$ cat src/rtl/key_sw_debounce.sv
// Input conditioning for 4 active-low push keys and 4 slide switches:
// 2-flop synchronisers, per-channel debounce, and per-key press/release/long-press events.
module key_sw_debounce #(
  parameter int unsigned DEBOUNCE_CYCLES = 240000,
  parameter int unsigned LONG_CYCLES     = 12000000
) (
  input  logic       clk,
  input  logic       rst,
  input  logic [3:0] key_input,
  input  logic [3:0] sw_input,
  output logic [3:0] key_level,
  output logic [3:0] key_press,
  output logic [3:0] key_release,
  output logic [3:0] key_long,
  output logic [3:0] sw_level
);

  localparam int unsigned DW = $clog2(DEBOUNCE_CYCLES);
  localparam int unsigned HW = $clog2(LONG_CYCLES);
  localparam logic [DW-1:0] DEB_MAX  = DW'(DEBOUNCE_CYCLES - 1);
  localparam logic [HW-1:0] LONG_MAX = HW'(LONG_CYCLES - 1);
  // Channel order is {sw[3:0], key[3:0]}; key bits are active-low on the pins.
  localparam logic [7:0] KEY_INV = 8'h0F;

  typedef enum logic [1:0] {
    ST_RELEASED,
    ST_PRESSED,
    ST_LONG
  } key_state_e;

  logic [7:0]    sync1_q, sync1_d;
  logic [7:0]    sync2_q, sync2_d;
  logic [7:0]    stab_q, stab_d;
  logic [DW-1:0] cnt_q [8];
  logic [DW-1:0] cnt_d [8];
  logic [7:0]    accept;
  logic [7:0]    samp_act;

  key_state_e    state_q [4];
  key_state_e    state_d [4];
  logic [HW-1:0] hold_q [4];
  logic [HW-1:0] hold_d [4];
  logic [3:0]    press_q, press_d;
  logic [3:0]    release_q, release_d;
  logic [3:0]    long_q, long_d;

  // NOTE: every signal gets its default before any branch, so no path leaves it unassigned (no latch).
  always_comb begin
    sync1_d  = {sw_input, key_input};
    sync2_d  = sync1_q;
    stab_d   = stab_q;
    accept   = '0;
    samp_act = sync2_q ^ KEY_INV;
    for (int c = 0; c < 8; c++) begin
      cnt_d[c] = cnt_q[c];
      if (samp_act[c] == stab_q[c]) begin
        cnt_d[c] = '0;
      end else if (cnt_q[c] == DEB_MAX) begin
        stab_d[c] = samp_act[c];
        cnt_d[c]  = '0;
        accept[c] = 1'b1;
      end else begin
        cnt_d[c] = cnt_q[c] + 1'b1;
      end
    end

    press_d   = '0;
    release_d = '0;
    long_d    = '0;
    for (int k = 0; k < 4; k++) begin
      state_d[k] = state_q[k];
      hold_d[k]  = hold_q[k];
      case (state_q[k])
        ST_RELEASED: begin
          hold_d[k] = '0;
          if (accept[k] && stab_d[k]) begin
            state_d[k] = ST_PRESSED;
            press_d[k] = 1'b1;
          end
        end
        ST_PRESSED: begin
          // Release is tested first so it beats a long-press expiring on the same edge.
          if (accept[k] && !stab_d[k]) begin
            state_d[k]   = ST_RELEASED;
            release_d[k] = 1'b1;
            hold_d[k]    = '0;
          end else if (hold_q[k] == LONG_MAX) begin
            state_d[k] = ST_LONG;
            long_d[k]  = 1'b1;
          end else begin
            hold_d[k] = hold_q[k] + 1'b1;
          end
        end
        ST_LONG: begin
          if (accept[k] && !stab_d[k]) begin
            state_d[k]   = ST_RELEASED;
            release_d[k] = 1'b1;
            hold_d[k]    = '0;
          end
        end
        default: begin
          state_d[k] = ST_RELEASED;
          hold_d[k]  = '0;
        end
      endcase
    end
  end

  // NOTE: sequential state uses non-blocking assignments so all flops update together at the edge.
  always_ff @(posedge clk) begin
    if (rst) begin
      sync1_q   <= KEY_INV;
      sync2_q   <= KEY_INV;
      stab_q    <= '0;
      press_q   <= '0;
      release_q <= '0;
      long_q    <= '0;
      // NOTE: the counter arrays are real state the debounce depends on, so they are reset too.
      for (int c = 0; c < 8; c++) cnt_q[c] <= '0;
      for (int k = 0; k < 4; k++) begin
        state_q[k] <= ST_RELEASED;
        hold_q[k]  <= '0;
      end
    end else begin
      sync1_q   <= sync1_d;
      sync2_q   <= sync2_d;
      stab_q    <= stab_d;
      press_q   <= press_d;
      release_q <= release_d;
      long_q    <= long_d;
      for (int c = 0; c < 8; c++) cnt_q[c] <= cnt_d[c];
      for (int k = 0; k < 4; k++) begin
        state_q[k] <= state_d[k];
        hold_q[k]  <= hold_d[k];
      end
    end
  end

  assign key_level   = stab_q[3:0];
  assign sw_level    = stab_q[7:4];
  assign key_press   = press_q;
  assign key_release = release_q;
  assign key_long    = long_q;

endmodule

$ cat config.mk
export PLATFORM = sky130hd
export DESIGN_NAME = key_sw_debounce
export DESIGN_NICKNAME = d
export VERILOG_FILES = /design/src/rtl/key_sw_debounce.sv
export SDC_FILE = /design/constraint.sdc
export NUM_CORES = 1
export LEC_CHECK = 0
export ABC_AREA = 0
export ABC_CLOCK_PERIOD_IN_PS = 3500
export CAP_MARGIN = 20
export CORE_MARGIN = 4
export CORE_UTILIZATION = 56
export DETAILED_ROUTE_END_ITERATION = 8
export PLACE_DENSITY = 0.73
export SLEW_MARGIN = 40
export SYNTH_ARGS = -nofsm -noshare
export SYNTH_HDL_FRONTEND = slang
export SYNTH_SLANG_ARGS = --single-unit
$ cat constraint.sdc
create_clock -name clk -period 3.5 [get_ports clk]
set_input_delay 0.525 -clock clk [delete_from_list [all_inputs] [get_ports clk]]
set_output_delay 0.525 -clock clk [all_outputs]
set_load 0.05 [all_outputs]
# ---- Yosys cells after proc, flatten, opt, wreduce, memory -nomap -nowiden
# Memories as Yosys holds them, arrays and structs flattened.
# Index checks and enable logic that the tools add are counted.
dict set report word_totals {
  ff_bits 36
  latch_bits 0
  mem_bits_rw 248
  mem_bits_ro 0
  in_bits 10
  out_inout_bits 20
  elab_cells 230
  mem_count 3
}
# name words word_bits rd rd_clocked_by_memory_dff wr line
set mem_list {}
lappend mem_list {cnt_q 8 18 8 0 8 34} ;# logic [DW-1:0] cnt_q [8];
lappend mem_list {hold_q 4 24 4 0 4 41} ;# logic [HW-1:0] hold_q [4];
lappend mem_list {state_q 4 2 4 0 4 39} ;# key_state_e state_q [4];
dict set report classes {
  addsub 12
  multipliers 0
  div 0
  n_lt_le_gt_ge 0
  n_eq_ne 28
  shifts 0
  n_mux 99
  bitwise 33
  reduce_logical 36
}
# cell count
set ops {}
lappend ops {{2-to-1 mux 18 bit} 24}
lappend ops {{2-to-1 mux 24 bit} 16}
lappend ops {{case mux 24 bit (2 select lines)} 4}
lappend ops {{adder 18 x 1 -> 18 bit, second input constant} 8}
lappend ops {{== test 18 bit, second input constant} 8}
lappend ops {{adder 24 x 1 -> 24 bit, second input constant} 4}
lappend ops {{== test 24 bit, second input constant} 4}
lappend ops {{2-to-1 mux 2 bit} 20}
lappend ops {{2-to-1 mux 1 bit} 31}
lappend ops {{case mux 2 bit (3 select lines)} 4}
lappend ops {{OR reduction 2 bit} 12}
lappend ops {{inverter 1 bit} 16}
lappend ops {{OR 1 bit} 16}
lappend ops {{OR reduction 3 bit} 4}
lappend ops {{== test 1 bit} 8}
lappend ops {{== test 2 x 1 -> 1 bit, second input constant} 4}
lappend ops {{== test 2 bit, second input constant} 4}
lappend ops {{logical AND 1 bit} 8}
lappend ops {{zero test 2 bit} 4}
lappend ops {{AND reduction 2 bit} 4}
lappend ops {{zero test 1 bit} 4}
lappend ops {{inverter 4 bit} 1}

# ---- Logic depth before layout (Yosys ltp)
# Gate-level depths: netlist of the first run.
dict set report depth {
  ltp_word 8
  mapped_depth 9
  mapped_depth_nobuf 7
}

# ---- Worst setup path before layout of the first run
# Ideal clock, no wire load.
dict set report synth_path {
  path_type {reg2reg}
  start {memory hold_q[3][8] in the netlist's numbering}
  end {memory hold_q[3][21] in the netlist's numbering}
  setup_ps 122
  arrival_ps 2085
  t_required_ps 3378
  path_slack_ps 1293
  path_stages_with_launch 7
  period_less_slack_ps 2207
  cell_sequence {dfxtp_1 or4b_1 or4_1 nand4b_4 and4b_4 and3_1 a221o_1}
}
# item line
set synth_lines {}
lappend synth_lines {{start, declared} 41}

==> results by group, run 1 <==
GRT
  – Gr ovfl total: 0
  – Initial antenna violation count: 0
  – Vias in the first global route: 10460
  – GR Util met1: 0.2718
  – First-pass GRT wire length: 47150 um
  – Met3 GRT Util: 0.03062
  – Met2 Use GR: 0.3450
  – GRT Total Usage: 0.2032
  – Most Used Layer, Global Route: met2
  – Largest net degree at the start of global routing: 23

Final layout
  – Post-layout nets: 1619
  – Layout fillers: 1959
  – Layout cells sized above 1: 0.06468
  – ANT cells: 0
  – Most frequent cells in the layout: dfxtp_1, nor2_1, nand2_1, nand3_1, xor2_1
  – Commonest non-fill, non-tap cell in the layout: dfxtp_1
  – Area Overhead vs Synth: 12.02%
  – Multi-input logic area: 7141 um2
  – Area occupied by registers: 5685 um2
  – Final Core Density: 0.6447

Pwr
  – Sw Ratio: 0.2066
  – Switch Pwr: 0.001332 W
  – Power per cell area: 437.7 nW/um2
  – Lkg Pwr: 4.876 nW
  – Part of the power in registers: 0.504
  – Logic pwr share: 0.011
  – Maximum VDD drop: 0.0004080 V
  – Clk pwr share: 0.485
  – Internal power: 0.005115 W

Setup path
  – Startpoint Class: flip-flop
  – Worst setup EP type: flip-flop
  – WP data arrival: 2960 ps
  – Worst Path Max Fanout: 13
  – Crit Path Category: flip-flop to flip-flop
  – Critical Path RT: 3980 ps

Yosys
  – Cells after synthesis: 1562
  – Ys Warns: 0
  – Prevailing post-synth register cell: dfxtp_1
  – Post-Syn Area: 13150 um2
  – Synthesized area per cell: 8.418 um2
  – Synth Register Bits: 284
  – Netlist cell types: 75
  – Number of synthesized flops with an enable pin: 0
  – Syn nets: 1596
  – Sequential area share after synthesis: 0.4324
  – Ys async rst share: 0

Timing
  – Max-slew violations: 0
  – Final setup viols: 0
  – RSZ-0062 raised after global routing: no
  – Slew Limit Headroom: 0.4968
  – Final worst-path setup slack: 1012 ps
  – Final hold viol count: 0
  – Worst hold slack: 385.4 ps
  – Top achievable clock speed: 401.9 MHz
  – Crit path time final: 2488 ps
  – Final Cycle Share: 0.7109
  – Clock skew: 12.12 ps
  – Worst-Margin Slew: 749.0 ps
  – Final TNS setup: 0 ps

Routing
  – Post-Route WL: 26700 um
  – Wire per inst: 13.90 um
  – Routed Antenna Nets: 0
  – Avg Vias per Cell: 5.666
  – Via total after detailed routing: 10880
  – Post-route DRC: 0
  – TritonRoute pass-1 iters: 5
  – 1st-iter DRT viols: 610

Clock tree
  – CTS tree: done
  – Clock Latency Late Sink: 550 ps
  – TritonCTS Sinks: 284
  – Hold_buf cts: 0
  – # H-tree levels: 1
  – CTS Buffer Depth: 3
  – Root buffer cell: clkbuf_16
  – Buffer count from post-CTS setup fixing: 0
  – Clock transition at path regs: 60 ps
  – TritonCTS Buffers: 30
  – Post-CTS Resized: 0

Placed design
  – Routability congestion estimate: 0.8951
  – Post-DP HPWL: 18170 um
  – Input/output buffers: 29
  – Placement Setup Slack: 870.7 ps

Floorplan
  – Ports: 30
  – Core ar.: 22850 um2
  – Row count: 55
  – Initial Util: 0.5755
  – Die Y: 161.2 um
  – Total Die Area: 26000 um2
  – Die span in x: 161.2 um

Status
  – Status: finished clean

Hold path
  – Hold WC Path Type: input port to flip-flop

Job
  – Max Cap Viol: 0
synth_stat cells (all sizes together), types with 15 or more instances:
cell type	count	area share
o21ai	55	0.021
nor2	252	0.072
nor3	26	0.0099
and4	17	0.011
and3	48	0.023
inv	39	0.011
or2	19	0.0090
nand3	120	0.046
nand4	51	0.024
xnor2	61	0.041
nor4	18	0.0095
or3	40	0.019
dfxtp	284	0.43
nand2	120	0.034
clkbuf	39	0.011
a21oi	60	0.023
ha	24	0.023
xor2	91	0.061
a31oi	15	0.0071
sequential cells by signal (all words and copies together), names as in the netlist:
name	flops
cnt_q	144
stab_q	8
sync1_q	8
key_long	4
key_press	4
sync2_q	8
state_q	8
key_release	4
hold_q	96
layout make-up:
cell class,count,area share
inverters,39,0.009939
clock buffers,37,0.05691
well taps,313,0.02659
multi-input cells,1190,0.4848
clock inverters,18,0.01079
repair buffers,40,0.02497
flip-flops and latches,284,0.3860
routing by layer:
| layer | vias up | wire length [um] |
|---|---|---|
| met5 | - | 0 |
| met4 | 0 | 497 |
| met3 | 35 | 1121 |
| met2 | 206 | 12440 |
| met1 | 5075 | 12640 |
| li1 | 5568 | - |
kinds of logic (layout without fill, tap and decap cells):
logic type / count (synthesis) / after routing / share of synthesized area
adder cells (fa/ha/maj): 24 / 24 / 0.02284
AND/OR/NAND/NOR: 800 / 800 / 0.3122
multiplexers: 10 / 10 / 0.007803
AO/OA/AOI/OAI: 204 / 204 / 0.09754
XOR/XNOR: 152 / 152 / 0.1012
flip-flops: 284 / 284 / 0.4324
buffers and inverters: 88 / 134 / 0.02598
worst max-delay path: stages (launching register included):
cell and delay, ps:
dfxtp_1 370, or4bb_1 550, nor4_2 360, a31oi_1 300, nor2_2 500, o21ai_0 180, a21oi_1 160
worst paths after layout:
check,startpoint,slack (ps),depth (start not counted),end
worst min-delay path,rst,390,2,stab_q[3]
worst max-delay path,hold_q[2][8],1010,6,hold_q[2][2]
worst max register to register,hold_q[2][8],1010,6,hold_q[2][2]
worst min register to register,sync1_q[1],410,1,sync2_q[1]
metrics by stage:
| step | cell area [um2] | total power [W] | instances |
|---|---|---|---|
| 2_1_floorplan | 13150 | 0.003365 | 1562 |
| 4_1_cts | 14720 | 0.006540 | 1921 |
| 6_report | 14730 | 0.006447 | 1921 |
| 3_3_place_gp | 13710 | 0.003393 | 1866 |
| 5_1_grt | 14730 | 0.006677 | 1921 |
| 3_5_place_dp | 13720 | 0.003394 | 1866 |
power groups by stage:
stage,clock [W],combinational (W),sequential (W)
3_3_place_gp,0,0.0000709,0.00332
3_5_place_dp,0,0.0000714,0.00332
2_1_floorplan,0,0.0000445,0.00332
5_1_grt,0.00335,0.0000795,0.00325
4_1_cts,0.00322,0.0000720,0.00325
6_report,0.00312,0.0000715,0.00325
Note: power is estimated with default switching activity, not from simulation.
==> run 2: changes to the inputs <==
- ABC_CLOCK_PERIOD_IN_PS: 3500 -> 2050
- PLACE_DENSITY: 0.73 -> 0.76
- clock period: 3.5 -> 2.05 ns (I/O delays scaled with it)
==> run 2 against run 1 <==
  * The run now ends with negative setup slack left
  * Non-clock buffer count up 175
  * Routed wire length rose by 15%
  * Sequential power is 71% higher
  * Count of clock-buffer cells in the layout up 3
  * First-iteration DRC count increased by 58%
  * Highest routed layer unchanged
==> results by group, run 2 (same netlist as run 1, synthesis figures left out) <==
GRT
  – GRT Total Usage: 0.2182 (+0.01497)
  – Initial antenna violation count: 0 (unchanged)
  – First-pass GRT wire length: 49950 um (+5.9%)
  – Largest net degree at the start of global routing: 44 (+91%)
  – Gr ovfl total: 0 (unchanged)
  – Vias in the first global route: 11000 (+5.2%)

Final layout
  – Commonest non-fill, non-tap cell in the layout: dfxtp_1
  – ANT cells: 0 (unchanged)
  – Largest register FFs: 144 (unchanged)
  – Area Overhead vs Synth: 27.71%
  – Area occupied by registers: 5720 um2 (+0.62%)
  – Layout fillers: 1689 (-14%)
  – Reg with most FFs: cnt_q
  – Layout cells sized above 1: 0.2229 (+0.1582)
  – Multi-input logic area: 7742 um2 (+8.4%)
  – Post-layout nets: 1794 (+11%)
  – Final Non-Filler Cells: 2094 (+9.0%)
  – Top flop regs: cnt_q (144), hold_q (96)
  – Most frequent cells in the layout: dfxtp_1, nor2_1, buf_4, nand2_1, nand3_1
  – Final Core Density: 0.7350 (+0.09031)

Setup path
  – Critical path buffer and inverter count: 0 (unchanged)
  – Crit Path Category: flip-flop to flip-flop
  – CP delay by family, top: simple AND/OR/NAND/NOR gates
  – Worst r2r src: hold_q[3][8]
  – Startpoint Class: flip-flop
  – Crit path cell chain: or4b_1 -> or4_4 -> nand4b_4 -> and4b_4 -> and3_4 -> a221o_1
  – Critical Path RT: 2480 ps (-1500 ps)
  – Max stage delay on crit path: 510 ps (-40 ps)
  – R2R cell count: 6 (unchanged)
  – Worst setup EP type: flip-flop
  – WP data arrival: 2630 ps (-330 ps)
  – Worst R2R Setup Slack: -150 ps (-1160 ps)
  – Reg-to-reg endpoint: hold_q[3][21]
  – Critical Path Slowest Stage Cell: or4b_1
  – Worst Path Max Fanout: 5 (-8)

Timing
  – Crit path time final: 2203 ps (-285.3 ps)
  – Final Cycle Share: 1.075 (+0.3637)
  – Final setup viols: 42 (+42)
  – Final worst-path setup slack: -152.8 ps (-1165 ps)
  – Worst-Margin Slew: 558.1 ps (-190.9 ps)
  – Slew Limit Headroom: 0.6251 (+0.1282)
  – Clock skew: 5.919 ps (-6.204 ps)
  – Max-slew violations: 0 (unchanged)
  – RSZ-0062 raised after global routing: yes
  – Top achievable clock speed: 454.0 MHz (+13%)
  – Final hold viol count: 0 (unchanged)

Pwr
  – Power per cell area: 668.1 nW/um2 (+53%)
  – Lkg Pwr: 6.001 nW (+23%)
  – Maximum VDD drop: 0.0008465 V (+110%)

Clock tree
  – Clock transition at path regs: 60 ps (about the same)
  – Root buffer cell: clkbuf_16
  – # H-tree levels: 1 (unchanged)
  – CTS tree: done
  – Clock Latency Late Sink: 540 ps (about the same)
  – CTS Buffer Depth: 3 (unchanged)
  – TritonCTS Sinks: 284 (unchanged)
  – Hold_buf cts: 0 (unchanged)
  – TritonCTS Buffers: 30 (unchanged)

Floorplan
  – Initial Util: 0.5755 (unchanged)
  – Die Y: 161.2 um (unchanged)
  – Die span in x: 161.2 um (unchanged)
  – Ports: 30 (unchanged)
  – Total Die Area: 26000 um2 (unchanged)
  – Row count: 55 (unchanged)
  – Core ar.: 22850 um2 (unchanged)

Hold path
  – Launch point of the worst hold path: rst
  – Hold Path End: stab_q[1]
  – Worst hold path depth: 3 (+1)
  – Hold WC Path Type: input port to flip-flop

Job
  – Max Cap Viol: 0 (unchanged)

Routing
  – Wire per inst: 14.67 um (+5.5%)
  – TritonRoute pass-1 iters: 6 (+1)
  – Via total after detailed routing: 11930 (+9.6%)
  – Post-route DRC: 0 (unchanged)
  – Post-Route WL: 30720 um (+15%)
  – Routed Antenna Nets: 0 (unchanged)
  – Avg Vias per Cell: 5.695 (+0.52%)
  – 1st-iter DRT viols: 966 (+58%)

Placed design
  – Post-DP HPWL: 20250 um (+11%)
  – Routability congestion estimate: 0.9094 (+1.6%)
  – Input/output buffers: 29 (unchanged)
  – Placed instance count: 2018 (+8.1%)

Status
  – Status: finished with violations
  – Failing checks: negative setup slack
==> run 2: worst reg2reg max path, delay by kind of cell (launching register included) <==
family | cells | cell delay, ps
simple gates | 5 | 1530
flops | 1 | 320
compound gates | 1 | 250
==> run 2: how the worst max path moves through the flow <==
stage,endpoint,cells after the start,startpoint
finish,hold_q[3][21],6,hold_q[3][8]
floorplan,hold_q[3][21],6,hold_q[3][8]
CTS,hold_q[3][21],6,hold_q[3][8]
global placement,hold_q[3][21],6,hold_q[3][8]
global route,hold_q[2][11],8,cnt_q[0][47]
detailed placement,hold_q[3][21],6,hold_q[3][8]
==> run 2: report_power, final <==
group	internal (W)	leakage, nW	switching, W	total [W]
registers	0.00554	2.30	0.0000117	0.00555
logic	0.0000677	3.20	0.0000960	0.000164
clock network	0.00334	0.499	0.00217	0.00551
total	0.00894	6.00	0.00228	0.0112
==> run 2: timing repair <==
item                                    CTS  global route
gates resized for setup                  44           140
endpoints found under the setup margin   68            90
buffers inserted                          3            18
endpoints found under the hold margin     0             0
pin swaps                                13            82
cloned                                    0             2
==> run 2: routing by layer <==
metal,vias to the layer above,track usage,wire length [um]
met5,-,0,0
met4,0,0.04886,641
met2,327,0.3835,15020
li1,5899,-,-
met1,5630,0.2874,13640
met3,70,0.02960,1417
==> run 2: stage by stage <==
stage | total power (W) | worst slack, ps | instance area [um2] | setup TNS (ps) | hold WS [ps]
2_1_floorplan | 0.005747 | -144.8 | 13250 | -235.3 | 389.5
3_5_place_dp | 0.005820 | -184.3 | 14970 | -2663 | 396.0
3_3_place_gp | 0.005818 | -183.7 | 14970 | -1466 | 391.7
4_1_cts | 0.01133 | -133.3 | 16150 | -908.9 | 202.1
5_1_grt | 0.01158 | -220.8 | 16790 | -6803 | 234.4
6_report | 0.01122 | -152.8 | 16790 | -2248 | 223.9
==> run 2: cell type report <==
class                      count  area share
multi-input combinational   1190      0.4611
sequential                   284      0.3407
timing repair buffer         215      0.1054
clock buffer                  40     0.05178
tap                          313     0.02332
clock inverter                13    0.009016
inverter                      39    0.008718
==> run 3: changes to the inputs <==
- CELL_PAD_IN_SITES_DETAIL_PLACEMENT: default -> 1
- CELL_PAD_IN_SITES_GLOBAL_PLACEMENT: default -> 1
- CORE_UTILIZATION: 56 -> 43
- PLACE_DENSITY: 0.76 -> default
- PLACE_DENSITY_LB_ADDON: default -> 0.1
==> run 3 against run 2 <==
  * The flow still finishes with violations (negative setup slack)
  * Count of clock-buffer cells in the layout increased by 9
  * Final cell count increased by 5.1%
  * Non-clock buffer count increased by 24
  * Critical path depth increased by 2
  * Clock power increased by 16%
  * Die area increased by 29%
  * Utilization decreased by 16 points
  * Register-to-register slack got worse by 60 ps
  * Combinational power increased by 2%
  * Total power increased by 7.9%
  * Sequential share of layout area decreased by 0.90 points
  * Maximum frequency decreased by 2.8%
  * Largest power group is now clock
==> results by group, run 3 (same netlist as run 1, synthesis figures left out) <==
Timing
  – Worst-Margin Slew: 577.4 ps (+19.34 ps)
  – Final setup viols: 46 (+9.5%)
  – Slew Limit Headroom: 0.6130 (-0.01213)
  – Final TNS setup: -4851 ps (-2603 ps)
  – Max-slew violations: 0 (unchanged)
  – Final hold viol count: 0 (unchanged)
  – Crit path time final: 2266 ps (+63.36 ps)
  – RSZ-0062 raised after global routing: yes
  – Final worst-path setup slack: -216.1 ps (-63.36 ps)
  – Top achievable clock speed: 441.3 MHz (-2.8%)
  – Final Cycle Share: 1.105 (+0.03091)
  – Clock skew: 11.93 ps (+6.014 ps)

Status
  – Failing checks: negative setup slack
  – Status: finished with violations

Placed design
  – Input/output buffers: 29 (unchanged)
  – Dpl cell area: 15310 um2 (+2.3%)
  – Routability congestion estimate: 0.8066 (-11%)
  – Placed instance count: 2124 (+5.3%)
  – Post-DP HPWL: 24470 um (+21%)

Clock tree
  – TritonCTS Sinks: 284 (unchanged)
  – Clock transition at path regs: 60 ps (about the same)
  – CTS tree: done
  – Hold_buf cts: 0 (unchanged)
  – Root buffer cell: clkbuf_16
  – # H-tree levels: 2 (+1)
  – CTS Buffer Depth: 3 (unchanged)
  – TritonCTS Buffers: 35 (+17%)
  – Clock Latency Late Sink: 510 ps (-30 ps)

Routing
  – Post-Route WL: 37240 um (+21%)
  – Via total after detailed routing: 12120 (+1.6%)
  – Avg Vias per Cell: 5.504 (-3.4%)
  – TritonRoute pass-1 iters: 5 (-1)
  – 1st-iter DRT viols: 475 (-51%)
  – Routed Antenna Nets: 0 (unchanged)
  – Post-route DRC: 0 (unchanged)
  – Wire per inst: 16.92 um (+15%)

GRT
  – Gr ovfl total: 0 (unchanged)
  – First-pass GRT wire length: 60760 um (+22%)
  – Vias in the first global route: 12490 (+14%)
  – Initial antenna violation count: 0 (unchanged)
  – GRT Total Usage: 0.2101 (-0.008079)
  – Largest net degree at the start of global routing: 37 (-16%)

Pwr
  – Part of the power in registers: 0.459 (-0.035)
  – Switch Pwr: 0.002489 W (+9.2%)
  – Sw Ratio: 0.2057 (+0.002563)
  – Total Power: 0.01210 W (+7.9%)
  – Internal power: 0.009612 W (+7.5%)
  – Power per cell area: 701.8 nW/um2 (+5.0%)
  – Logic pwr share: 0.014 (about the same)
  – Maximum VDD drop: 0.0005662 V (-33%)
  – Lkg Pwr: 6.220 nW (+3.7%)
  – Clk pwr share: 0.527 (+0.036)

Floorplan
  – Die span in x: 182.9 um (+13%)
  – Initial Util: 0.4401 (-0.1354)
  – Die Y: 182.9 um (+13%)
  – Ports: 30 (unchanged)
  – Core ar.: 29870 um2 (+31%)
  – Total Die Area: 33440 um2 (+29%)
  – Row count: 63 (+15%)

Setup path
  – Crit Path Category: flip-flop to flip-flop
  – Worst setup EP type: flip-flop
  – Critical Path RT: 2430 ps (-50 ps)
  – Worst Path Max Fanout: 7 (+2)
  – WP data arrival: 2640 ps (about the same)
  – Startpoint Class: flip-flop

Final layout
  – ANT cells: 0 (unchanged)
  – Top flop regs: cnt_q (144), hold_q (96)
  – Reg with most FFs: cnt_q
  – Final Non-Filler Cells: 2201 (+5.1%)
  – Commonest non-fill, non-tap cell in the layout: dfxtp_1
  – Most frequent cells in the layout: dfxtp_1, nor2_1, buf_4, nand2_1, nand3_1
  – Area Overhead vs Synth: 31.14%
  – Largest register FFs: 144 (unchanged)
  – Post-layout nets: 1823 (+1.6%)
  – Design area: 17240 um2 (+2.7%)
  – Layout cells sized above 1: 0.2303 (+0.007351)

Job
  – Max Cap Viol: 0 (unchanged)

Hold path
  – Hold WC Path Type: input port to flip-flop
-- run 3: changes by cell type in the layout (fill, tap and decap cells not counted), sizes merged --
cell and delta:
buf +23, clkbuf +9, clkdlybuf4s50 +4, clkinv -3, dlygate4sd2 -3
-- run 3: routing by layer --
| metal | vias up | GRT usage | wire (um) |
|---|---|---|---|
| met2 | 145 | 0.3781 | 19000 |
| met4 | 0 | 0.04678 | 712 |
| met5 | - | 0 | 0 |
| met1 | 5941 | 0.2708 | 16610 |
| met3 | 60 | 0.02598 | 916 |
| li1 | 5969 | - | - |
-- run 3: cell type report --
type	instances	area (um2)
repair buffers	239	1974
flip-flops and latches	284	5718
clock buffers	49	1071
inverters	39	146.4
fillers	3471	12630
multi-input cells	1190	7712
well taps	390	488.0
clock inverters	10	132.6
-- run 3: through the flow --
step / hold slack, ps / utilization / setup slack [ps]
after floorplan: 389.5 / - / -144.8
after global placement: 393.4 / 0.5124 / -198.0
after detailed placement: 397.3 / 0.5124 / -238.9
after CTS: 248.5 / 0.5613 / -205.2
after global routing: 272.4 / 0.5772 / -337.2
final: 264.1 / 0.5772 / -216.1
-- run 3: critical path, cell delays in order, from the launching register on --
cell       delay (ps)
dfxtp_2           340
or4bb_4           540
nor4_4            290
buf_4             160
a31oi_4           180
buf_6             180
o2111ai_4         190
xor2_1            170
nor2_1             70
-- run 3: power groups by stage --
stage               registers (W)   logic, W  clock network [W]
floorplan                 0.00567  0.0000782                  0
global placement          0.00567   0.000158                  0
detailed placement        0.00567   0.000160                  0
CTS                       0.00555   0.000165            0.00654
global route              0.00555   0.000184            0.00677
finish                    0.00555   0.000168            0.00638
-- run 3: final timing paths --
| kind | startpoint | end | slack [ps] | cells after the start |
|---|---|---|---|---|
| max | hold_q[2][23] | hold_q[2][15] | -220 | 8 |
| max reg2reg | hold_q[2][23] | hold_q[2][15] | -220 | 8 |
| min reg2reg | sync1_q[1] | sync2_q[1] | 410 | 1 |
| min | rst | stab_q[6] | 260 | 3 |
-- run 3: what timing repair did --
item	CTS	global route
pin swaps	27	42
setup endpoints to repair	65	122
gates cloned	1	0
resized for setup	64	92
buffers inserted	5	13
